### src/rtl/jtpang_objdma.sv
`default_nettype none
// ============================================================================
//  Module   : jtpang_objdma
//  Purpose  : Object DMA engine. On a CPU DMA trigger it requests the Z80
//             bus, copies LEN bytes of the object table from shared video
//             RAM into the object line buffer, then releases the bus.
//  Revision : 1.0  initial release
// ============================================================================
module jtpang_objdma #(
  parameter int              AW       = 12,
  parameter logic [AW-1:0]   SRC_BASE = '0,
  parameter int              LEN      = 512,
  parameter int              OW       = 9
) (
  input  logic          clk,
  input  logic          rst,
  input  logic          cen,
  input  logic          dma_go,
  input  logic          busak_n,
  output logic          busrq_n,
  output logic          dma_cs,
  output logic [AW-1:0] dma_addr,
  input  logic [7:0]    dma_din,
  output logic          obj_we,
  output logic [OW-1:0] obj_addr,
  output logic [7:0]    obj_dout,
  output logic          busy
);

  localparam logic [2:0] ST_IDLE  = 3'd0;
  localparam logic [2:0] ST_REQ   = 3'd1;
  localparam logic [2:0] ST_XFER  = 3'd2;
  localparam logic [2:0] ST_DRAIN = 3'd3;
  localparam logic [2:0] ST_REL   = 3'd4;

  localparam logic [AW-1:0] LAST_RD = AW'(LEN - 1);

  logic [2:0]    state_q;
  logic          pending_q;
  logic          go_q;
  logic [AW-1:0] rd_q;
  logic [OW-1:0] wr_q;
  logic          busrq_n_q;
  logic          dma_cs_q;
  logic [AW-1:0] dma_addr_q;
  logic          obj_we_q;
  logic [OW-1:0] obj_addr_q;
  logic [7:0]    obj_dout_q;
  logic          busy_q;
  logic          go_edge;

  // The trigger is a rising edge of dma_go seen at full clock rate, so a
  // short CPU I/O cycle between two cen pulses is never missed.
  assign go_edge = dma_go & ~go_q;

  // Edge detector history, sampled every clk regardless of cen.
  always_ff @(posedge clk or posedge rst) begin
    if (rst) go_q <= 1'b0;
    else     go_q <= dma_go;
  end

  // Transfer FSM, read/write pipeline and trigger bookkeeping.
  always_ff @(posedge clk or posedge rst) begin
    if (rst) begin
      state_q    <= ST_IDLE;
      pending_q  <= 1'b0;
      rd_q       <= '0;
      wr_q       <= '0;
      busrq_n_q  <= 1'b1;
      dma_cs_q   <= 1'b0;
      dma_addr_q <= SRC_BASE;
      obj_we_q   <= 1'b0;
      obj_addr_q <= '0;
      obj_dout_q <= 8'd0;
      busy_q     <= 1'b0;
    end else begin
      if (cen) begin
        // A read presented on the previous cen delivers its byte now. This
        // also completes an in-flight read when the bus is lost.
        obj_we_q <= dma_cs_q;
        if (dma_cs_q) begin
          obj_addr_q <= wr_q;
          obj_dout_q <= dma_din;
          wr_q       <= wr_q + 1'b1;
        end
        case (state_q)
          ST_IDLE: begin
            if (go_edge || pending_q) begin
              state_q   <= ST_REQ;
              busy_q    <= 1'b1;
              busrq_n_q <= 1'b0;
            end
          end
          ST_REQ: begin
            if (!busak_n) begin
              state_q <= ST_XFER;
              rd_q    <= '0;
              wr_q    <= '0;
            end
          end
          ST_XFER: begin
            if (!busak_n) begin
              dma_cs_q   <= 1'b1;
              dma_addr_q <= SRC_BASE + rd_q;
              rd_q       <= rd_q + 1'b1;
              if (rd_q == LAST_RD) state_q <= ST_DRAIN;
            end else begin
              // Bus taken back: stop reading, keep counters and request.
              dma_cs_q <= 1'b0;
            end
          end
          ST_DRAIN: begin
            dma_cs_q  <= 1'b0;
            busrq_n_q <= 1'b1;
            state_q   <= ST_REL;
          end
          ST_REL: begin
            if (busak_n) begin
              state_q <= ST_IDLE;
              // Stay busy when another transfer is already queued.
              busy_q  <= pending_q | go_edge;
            end
          end
          default: state_q <= ST_IDLE;
        endcase
      end
      // IDLE on a cen consumes any queued or fresh trigger; otherwise an
      // edge queues one transfer and further edges are absorbed.
      if (cen && state_q == ST_IDLE) pending_q <= 1'b0;
      else if (go_edge)              pending_q <= 1'b1;
    end
  end

  assign busrq_n  = busrq_n_q;
  assign dma_cs   = dma_cs_q;
  assign dma_addr = dma_addr_q;
  assign obj_we   = obj_we_q & cen;
  assign obj_addr = obj_addr_q;
  assign obj_dout = obj_dout_q;
  assign busy     = busy_q;

endmodule
`default_nettype wire

### config.mk
export PLATFORM = sky130hd
export DESIGN_NAME = jtpang_objdma
export DESIGN_NICKNAME = d
export VERILOG_FILES = /design/src/rtl/jtpang_objdma.sv
export SDC_FILE = /design/constraint.sdc
export NUM_CORES = 1
export LEC_CHECK = 0
export ABC_AREA = 1
export BUFFER_PORTS_ARGS = -buffer_cell sky130_fd_sc_hd__buf_2
export CAP_MARGIN = 30
export CORE_ASPECT_RATIO = 0.9
export CORE_MARGIN = 2
export CORE_UTILIZATION = 40
export CTS_BUF_LIST = sky130_fd_sc_hd__clkbuf_8
export DETAILED_ROUTE_END_ITERATION = 12
export GPL_TIMING_DRIVEN = 0
export PLACE_DENSITY = 0.68
export SLEW_MARGIN = 5
export SYNTH_ARGS = -nofsm -noshare
export SYNTH_HDL_FRONTEND = slang
export SYNTH_SLANG_ARGS = --single-unit
### constraint.sdc
create_clock -name clk -period 2.6 [get_ports clk]
set_input_delay 0.26 -clock clk [delete_from_list [all_inputs] [get_ports clk]]
set_output_delay 0.26 -clock clk [all_outputs]
set_load 0.02 [all_outputs]
Word level (Yosys, flattened, before mapping)
Index checks and enable logic that the tools add are counted.
{ "word_totals": {"register_bits": 59, "in_bits": 13, "out_inout_bits": 33, "elab_cells": 65} }
{ "op_classes": {"add_sub_neg": 2, "n_eq_ne": 10, "muxes": 21, "n_bitwise": 5, "reduce_logical": 15} }
{ "ops": {"columns": ["operator", "n"], "rows": [
  ["$mux 9", 3],
  ["$mux 12", 2],
  ["$pmux 12 s2", 1],
  ["$mux 3", 5],
  ["$pmux 3 s5", 1],
  ["$add 12x1->12 const B", 1],
  ["$eq 12x9->1 const B", 1],
  ["$ne 2x2->1 const B", 5],
  ["$reduce_bool 2->1", 5],
  ["$add 9x1->9 const B", 1],
  ["$reduce_and 4->1", 2],
  ["$eq 3x2->1 const B", 2],
  ["$mux 1", 6],
  ["$pmux 1 s2", 3],
  ["$reduce_and 3->1", 2],
  ["$reduce_and 6->1", 1],
  ["$reduce_and 2->1", 2],
  ["$eq 3x1->1 const B", 1],
  ["$eq 3x3->1 const B", 1],
  ["$logic_not 3->1", 1],
  ["$and 1x1->1", 2],
  ["$not 1->1", 2],
  ["$logic_and 1x1->1", 1],
  ["$logic_or 1x1->1", 1],
  ["$or 1x1->1", 1]
]} }

Longest topological paths before layout
Gate-level depths: netlist of run 1.
{ "logic_depth": {"depth_word": 5, "ltp_mapped": 9, "ltp_nobuf": 9} }

Worst setup path before layout of run 1
No wires, ideal clock.
{ "synth_path": {"path_kind": "register -> register", "startpoint": "reg rd_q[0]", "endpoint": "reg state_q[2]", "setup_time_ns": 0.119, "t_arrival_ns": 1.290, "required_time_ns": 2.481, "slack_ns": 1.192, "stages_incl_launch_ff": 9, "n_path_buf": 0, "period_less_slack_ns": 1.408, "path_cell_list": "dfrtp_1 -> ha_1 -> nand2_1 -> nor2_1 -> nand2_1 -> o21ai_1 -> nand2_1 -> nand2_1 -> nand2_1"} }
{ "synth_between": {"elab_chain_len": 3} }
{ "synth_rtl": {"columns": ["item", "line", "rtl"], "rows": [
  ["start: declaration", "41", "logic [AW-1:0] rd_q;"],
  ["start signal: assignment", "105", "rd_q <= rd_q + 1'b1;"],
  ["$eq 12x9->1", "106", "if (rd_q == LAST_RD) state_q <= ST_DRAIN;"],
  ["$ne 2x2->1 (no line)", null, null],
  ["$reduce_and 6->1 (no line)", null, null],
  ["end signal: assignment", "106", null],
  ["end signal: assignment", "115", "state_q <= ST_REL;"],
  ["end signal: assignment", "119", "state_q <= ST_IDLE;"],
  ["end: declaration", "38", "logic [2:0] state_q;"]
]} }
No other way between the ends.
A chain may end at the register's enable or synchronous reset.

Worst setup path after layout of run 1
Ends and elaborated chain as after synthesis.

==> flow_summary.json, run 1 <==
{
  "outcome": "completed",
  "postRouteAntennaNets": 0,
  "avgViaCountPerCell": 4.66,
  "synth_nets": 329,
  "yosysWarnings": 0,
  "setup_violations": 0,
  "r2r_setup_slack_ns": 0.88,
  "crit_required_ns": 2.84,
  "grt_pass1_vias": 2059,
  "cp_common_cell": "nand2_1",
  "drt-initial-drc-count": 121,
  "worstSetupPathType": "flip-flop to flip-flop",
  "grt_max_degree": 40,
  "synth_ff_type": "dfrtp_1",
  "fp.dieH_um": 80.9,
  "clk_path_buf_depth": 2,
  "wire_per_inst_um": 11.7,
  "clkTransAtPathRegs_ns": 0.07,
  "slew_violations": 0,
  "ys_types": 26,
  "start_kind": "flip-flop",
  "gp_congestion": 0.879,
  "die_area_mm2": 0.00724,
  "wirelength_mm": 5.43,
  "leakage_uw": 0.00167,
  "path_cells": "ha_1, nand2_1, nor2_1, nand2_1, o21ai_1, nand2_1, nand2_1, nand2_1",
  "initial_core_util_pct": 40.6,
  "crit_family": "simple AND/OR/NAND/NOR gates",
  "antenna_found_initial": 0,
  "cts-buffers-inserted": 9,
  "cts_tree": "done",
  "tightestPinTransition_ns": 0.482,
  "cts-root-buf": "clkbuf_8",
  "final_util_pct": 49.0,
  "num_rows": 28,
  "hp-class": "input pin to flip-flop",
  "nNetsFinal": 386,
  "hold_viol": 0,
  "post-cts-setup-buffers": 0,
  "cellPowerDensity_mw_per_mm2": 1090,
  "mostFrequentLayoutCell": "nand2_1",
  "insertedDiodeCount": 0,
  "die-width_um": 89.5,
  "ys_seq_area_share_pct": 56.2,
  "grt_pass1_wl_mm": 8.98,
  "drive_gt1_share_pct": 22.1,
  "dp_hpwl_mm": 3.85,
  "maxCapViolations": 0,
  "worst_clock_skew_ns": 0.0112,
  "ctsResizeCount": 0,
  "insertion_delay_ns": 0.34,
  "finalCritPeriodShare_pct": 66.3,
  "cts_sinks": 59,
  "synth_area_per_cell_um2": 8.38,
  "syn-cell-area_mm2": 0.00263,
  "rsz0062_at_grt": "no",
  "coreArea_mm2": 0.00648,
  "slew_headroom_pct": 67.8,
  "synthToLayoutAreaGrowth_pct": 20.6,
  "ctsHoldBuffers": 1,
  "path_buf_inv": 0,
  "synth_cells": 314,
  "cp_slowest_stage_delay_ns": 0.44,
  "cts_max_level": 3,
  "vdd_drop_max_mv": 0.291,
  "final_cell_mix": "nand2_1, dfrtp_1, buf_2",
  "slowest_stage": "dfrtp_1",
  "fmax_mhz": 580,
  "cp_max_fo": 6,
  "drc": 0,
  "synth_seq_cells": 59,
  "first_pass_iters": 6,
  "gr-total-overflow": 0,
  "async_flop_share_pct": 100,
  "synth_edf_count": 0,
  "io_pins": 46,
  "endpoint_kind": "flip-flop",
  "finalCriticalPeriod_ns": 1.72,
  "io_buffers": 44,
  "grtUsageTotal_pct": 16.3,
  "via_count": 2173,
  "worstPathArrival_ns": 1.96,
  "setup_tns_ns": 0
}
## Yosys cell counts (2+ instances only)
cell	count	share of area, %
nand2_1	94	13
dfrtp_1	58	55
inv_1	36	5.1
o21ai_0	33	6.3
nor2_1	31	4.4
a21oi_1	11	2.1
nand3_1	9	1.7
nand4_1	5	1.2
nor3_1	4	0.76
buf_2	3	0.57
clkbuf_1	3	0.43
inv_2	3	0.43
nand2_2	3	0.71
nor2_2	3	0.71
nor2_4	3	1.3
o21ai_1	3	0.57
ha_1	2	0.95
nand2_4	2	0.86
## logic make-up after synthesis
group / after synthesis / synth area share (%)
AOI/OAI and AO/OA: 50 / 9.75
adders and majority gates: 2 / 0.951
buffers and inverters: 46 / 6.85
DFF: 59 / 56.2
and+or+nand+nor: 157 / 26.3
## per-stage QoR
step | setup WS (ns) | cell area (µm²) | power (µW) | std cells | hold WS, ns
after CTS | 0.881 | 3170 | 3510 | 466 | 0.0347
after floorplan | 0.885 | 2630 | 2350 | 314 | 0.291
after global placement | 0.140 | 2960 | 2700 | 448 | 0.386
after detailed placement | 0.911 | 2980 | 2740 | 449 | 0.307
after global routing | 0.681 | 3170 | 3750 | 466 | 0.0377
final | 0.875 | 3170 | 3470 | 466 | 0.0440
## routing by layer
layer,track usage (%),share of wire [%]
met1,19.8,48
met2,26.2,46
met3,6.00,4.4
met4,6.72,1.7
met5,0,0
## final cells by class
type	count	area (µm²)
tap	90	113
clock inverter	5	28.8
buffer	7	33.8
timing repair buffer	46	250
sequential	59	1480
inverter	39	146
multi-input combinational	209	973
fill	618	3310
clock buffer	11	151
## power breakdown
part	internal [µW]	leakage [µW]	switching, µW	total, µW
registers	1270	0.000759	235	1500
clock network	390	0.0000925	362	752
logic	406	0.000818	811	1220
total	2060	0.00167	1410	3470
## state kept, by name, summed over array words and instances (netlist names)
name       flops
busrq_n        1
busy           1
dma_addr      12
dma_cs         1
go_q           1
obj_addr       9
obj_dout       8
obj_we_q       1
pending_q      1
rd_q          12
state_q        3
wr_q           9
## worst paths after layout
kind                                  start          end  cells past startpoint
worst max-delay path                rd_q[0]   state_q[2]                      8
worst min-delay path                 dma_go         go_q                      1
worst max register to register      rd_q[0]   state_q[2]                      8
worst min register to register  obj_dout[1]  obj_dout[1]                      2
max in group asynchronous               rst      rd_q[3]                      4
min in group asynchronous               rst    pending_q                      3
Power figures use the tool's default switching activity.
==> run 2: changes to the inputs <==
--- a/config.mk
+++ b/config.mk
@@ -5,7 +5,7 @@
 export SDC_FILE = /design/constraint.sdc
 export NUM_CORES = 1
 export LEC_CHECK = 0
-export ABC_AREA = 1
+export ABC_AREA = 0
 export BUFFER_PORTS_ARGS = -buffer_cell sky130_fd_sc_hd__buf_2
 export CAP_MARGIN = 30
 export CORE_ASPECT_RATIO = 0.9
==> constraint.sdc (replaced) <==
create_clock -name clk -period 1.8 [get_ports clk]
set_input_delay 0.18 -clock clk [delete_from_list [all_inputs] [get_ports clk]]
set_output_delay 0.18 -clock clk [all_outputs]
set_load 0.02 [all_outputs]
==> flow_summary.json, run 2 <==
{
  "outcome": "completed",
  "ys_types": 42,
  "synth_top_area_share_pct": 56.2,
  "tightestPinTransition_ns": 0.509,
  "synthTopCellsByCount": "dfrtp_1, nand2_1, mux2_2, o21ai_0, nor2_1",
  "cellPowerDensity_mw_per_mm2": 1320,
  "hold_viol": 0,
  "first_pass_iters": 4,
  "vdd_drop_max_mv": 0.773,
  "grt_max_degree": 38,
  "drt-initial-drc-count": 56,
  "drc": 0,
  "finalCriticalPeriod_ns": 1.69,
  "synth_area_per_cell_um2": 10.6,
  "synth_area_leader_cell": "dfrtp_1",
  "grtUsageTotal_pct": 16.7,
  "syn-cell-area_mm2": 0.00258,
  "endpoint_kind": "flip-flop",
  "finalCritPeriodShare_pct": 94.1,
  "maxCapViolations": 0,
  "cp_max_fo": 10,
  "grt_pass1_wl_mm": 8.98,
  "io_buffers": 43,
  "drive_gt1_share_pct": 30.8,
  "r2r_setup_slack_ns": 0.11,
  "nNetsFinal": 316,
  "fp.dieH_um": 80.2,
  "gr-total-overflow": 0,
  "num_rows": 27,
  "dp_hpwl_mm": 3.59,
  "synth_area_leaders": "dfrtp_1, nand2_1, mux2_2",
  "fmax_mhz": 591,
  "avgViaCountPerCell": 5.02,
  "synth_edf_count": 0,
  "grt_pass1_vias": 1885,
  "instances_no_fill": 392,
  "setup_tns_ns": 0,
  "cts_sinks": 59,
  "worst_clock_skew_ns": 0.00825,
  "worstSetupPathType": "flip-flop to flip-flop",
  "insertedDiodeCount": 0,
  "final_cell_mix": "dfrtp_1, buf_2, nand2_1",
  "coreArea_mm2": 0.00618,
  "holdCritStartpoint": "dma_din[4]",
  "final_util_pct": 51.2,
  "die-width_um": 88.7,
  "synth_seq_cells": 59,
  "gp_congestion": 0.835,
  "setup_violations": 0,
  "cts-root-buf": "clkbuf_8",
  "cts-buffers-inserted": 9,
  "slew_headroom_pct": 66.0,
  "rr_startpoint": "state_q[1]",
  "worstPathArrival_ns": 1.91,
  "slew_violations": 0,
  "clkTransAtPathRegs_ns": 0.06,
  "yosysMostFrequentCell": "dfrtp_1",
  "yosysWarnings": 0,
  "via_count": 1969,
  "holdPathEnd": "obj_dout[4]",
  "wirelength_mm": 5.21,
  "clk_path_buf_depth": 2,
  "r2r_cells": 5,
  "cts_max_level": 3,
  "synth_ff_type": "dfrtp_1",
  "async_flop_share_pct": 100,
  "crit_required_ns": 2.02,
  "die_area_mm2": 0.00711,
  "synth_cells": 244,
  "startpoint": "state_q[1]",
  "insertion_delay_ns": 0.33,
  "start_kind": "flip-flop",
  "wire_per_inst_um": 13.3,
  "holdPathStages": 2,
  "hp-class": "input pin to flip-flop",
  "leakage_uw": 0.00161,
  "postRouteAntennaNets": 0,
  "worstReg2RegEnd": "wr_q[4]",
  "ys_seq_area_share_pct": 57.2,
  "initial_core_util_pct": 41.8,
  "mostFrequentLayoutCell": "dfrtp_1",
  "rsz0062_at_grt": "yes",
  "synthToLayoutAreaGrowth_pct": 22.5,
  "synth_nets": 259,
  "io_pins": 46,
  "antenna_found_initial": 0,
  "numPlacedInstances": 375,
  "cts_tree": "done"
}
==> run 2: changes by cell type after synthesis, moves of 4 or more <==
cell,delta
inv_1,-28
nand2_1,-43
xor2_1,+9
o21ai_0,-18
mux2_2,+17
buf_2,+5
nor2_1,-19
nand3_1,-5
and3_1,+4
==> run 2: layer usage <==
metal | track usage [%] | wire, µm
met4 | 5.91 | 72
met3 | 6.17 | 280
met1 | 21.9 | 2480
met5 | 0 | 0
met2 | 25.1 | 2370
==> run 2: report_power, final <==
| part | internal, µW | switching (µW) | total (µW) |
|---|---|---|---|
| clock network | 694 | 480 | 1170 |
| registers | 1620 | 178 | 1800 |
| logic | 483 | 725 | 1210 |
| total | 2800 | 1380 | 4180 |
==> run 2: stage by stage <==
step	worst slack [ns]	instance area [µm²]	hold WS [ns]	total power, µW
final	0.107	3160	0.0754	4180
after global routing	-0.00687	3160	0.0656	4430
after CTS	0.0353	3140	0.0671	4190
after detailed placement	0.0494	2930	0.241	3010
after global placement	-0.600	2910	0.317	2970
after floorplan	0.165	2580	0.211	2640
==> run 2: worst max-delay path by stage <==
stage	to	slack [ns]	depth (start not counted)
after CTS	rd_q[8]	0.04	6
after detailed placement	rd_q[8]	0.05	6
after global routing	state_q[0]	-0.007	6
after global placement	go_q	-0.60	2
final	wr_q[4]	0.11	5
after floorplan	busy	0.17	1
==> run 2: logic make-up (layout without fill, tap and decap cells) <==
group	count (synthesis)	count (layout)	synth area share, %
AOI/OAI and AO/OA	41	41	9.55
xor gates and xnor gates	11	11	3.73
adders and majority gates	2	2	0.969
buffers and inverters	19	80	3.34
DFF	59	59	57.2
muxes	17	17	7.42
and+or+nand+nor	95	95	17.7
==> run 2: repair_timing <==
action | in CTS | in global routing
setup buffers | 0 | 0
endpoints found under the setup margin | 0 | 20
resized for setup | 0 | 7
hold endpoints to repair | 23 | 0
hold buffers | 2 | 0
==> run 2: cell type report <==
class                      instances  area, µm²
clock inverter                     4       42.5
fill                             574       3020
timing repair buffer              46        255
multi-input combinational        166       1040
sequential                        59       1480
buffer                            11       56.3
clock buffer                      11        151
tap                               87        109
inverter                           8       30.0
==> run 2: critical path: stages (launching register included) <==
cell	delay (ns)
dfrtp_1	0.40
buf_2	0.18
nor4bb_2	0.37
and2_1	0.28
buf_2	0.26
nor2_1	0.08
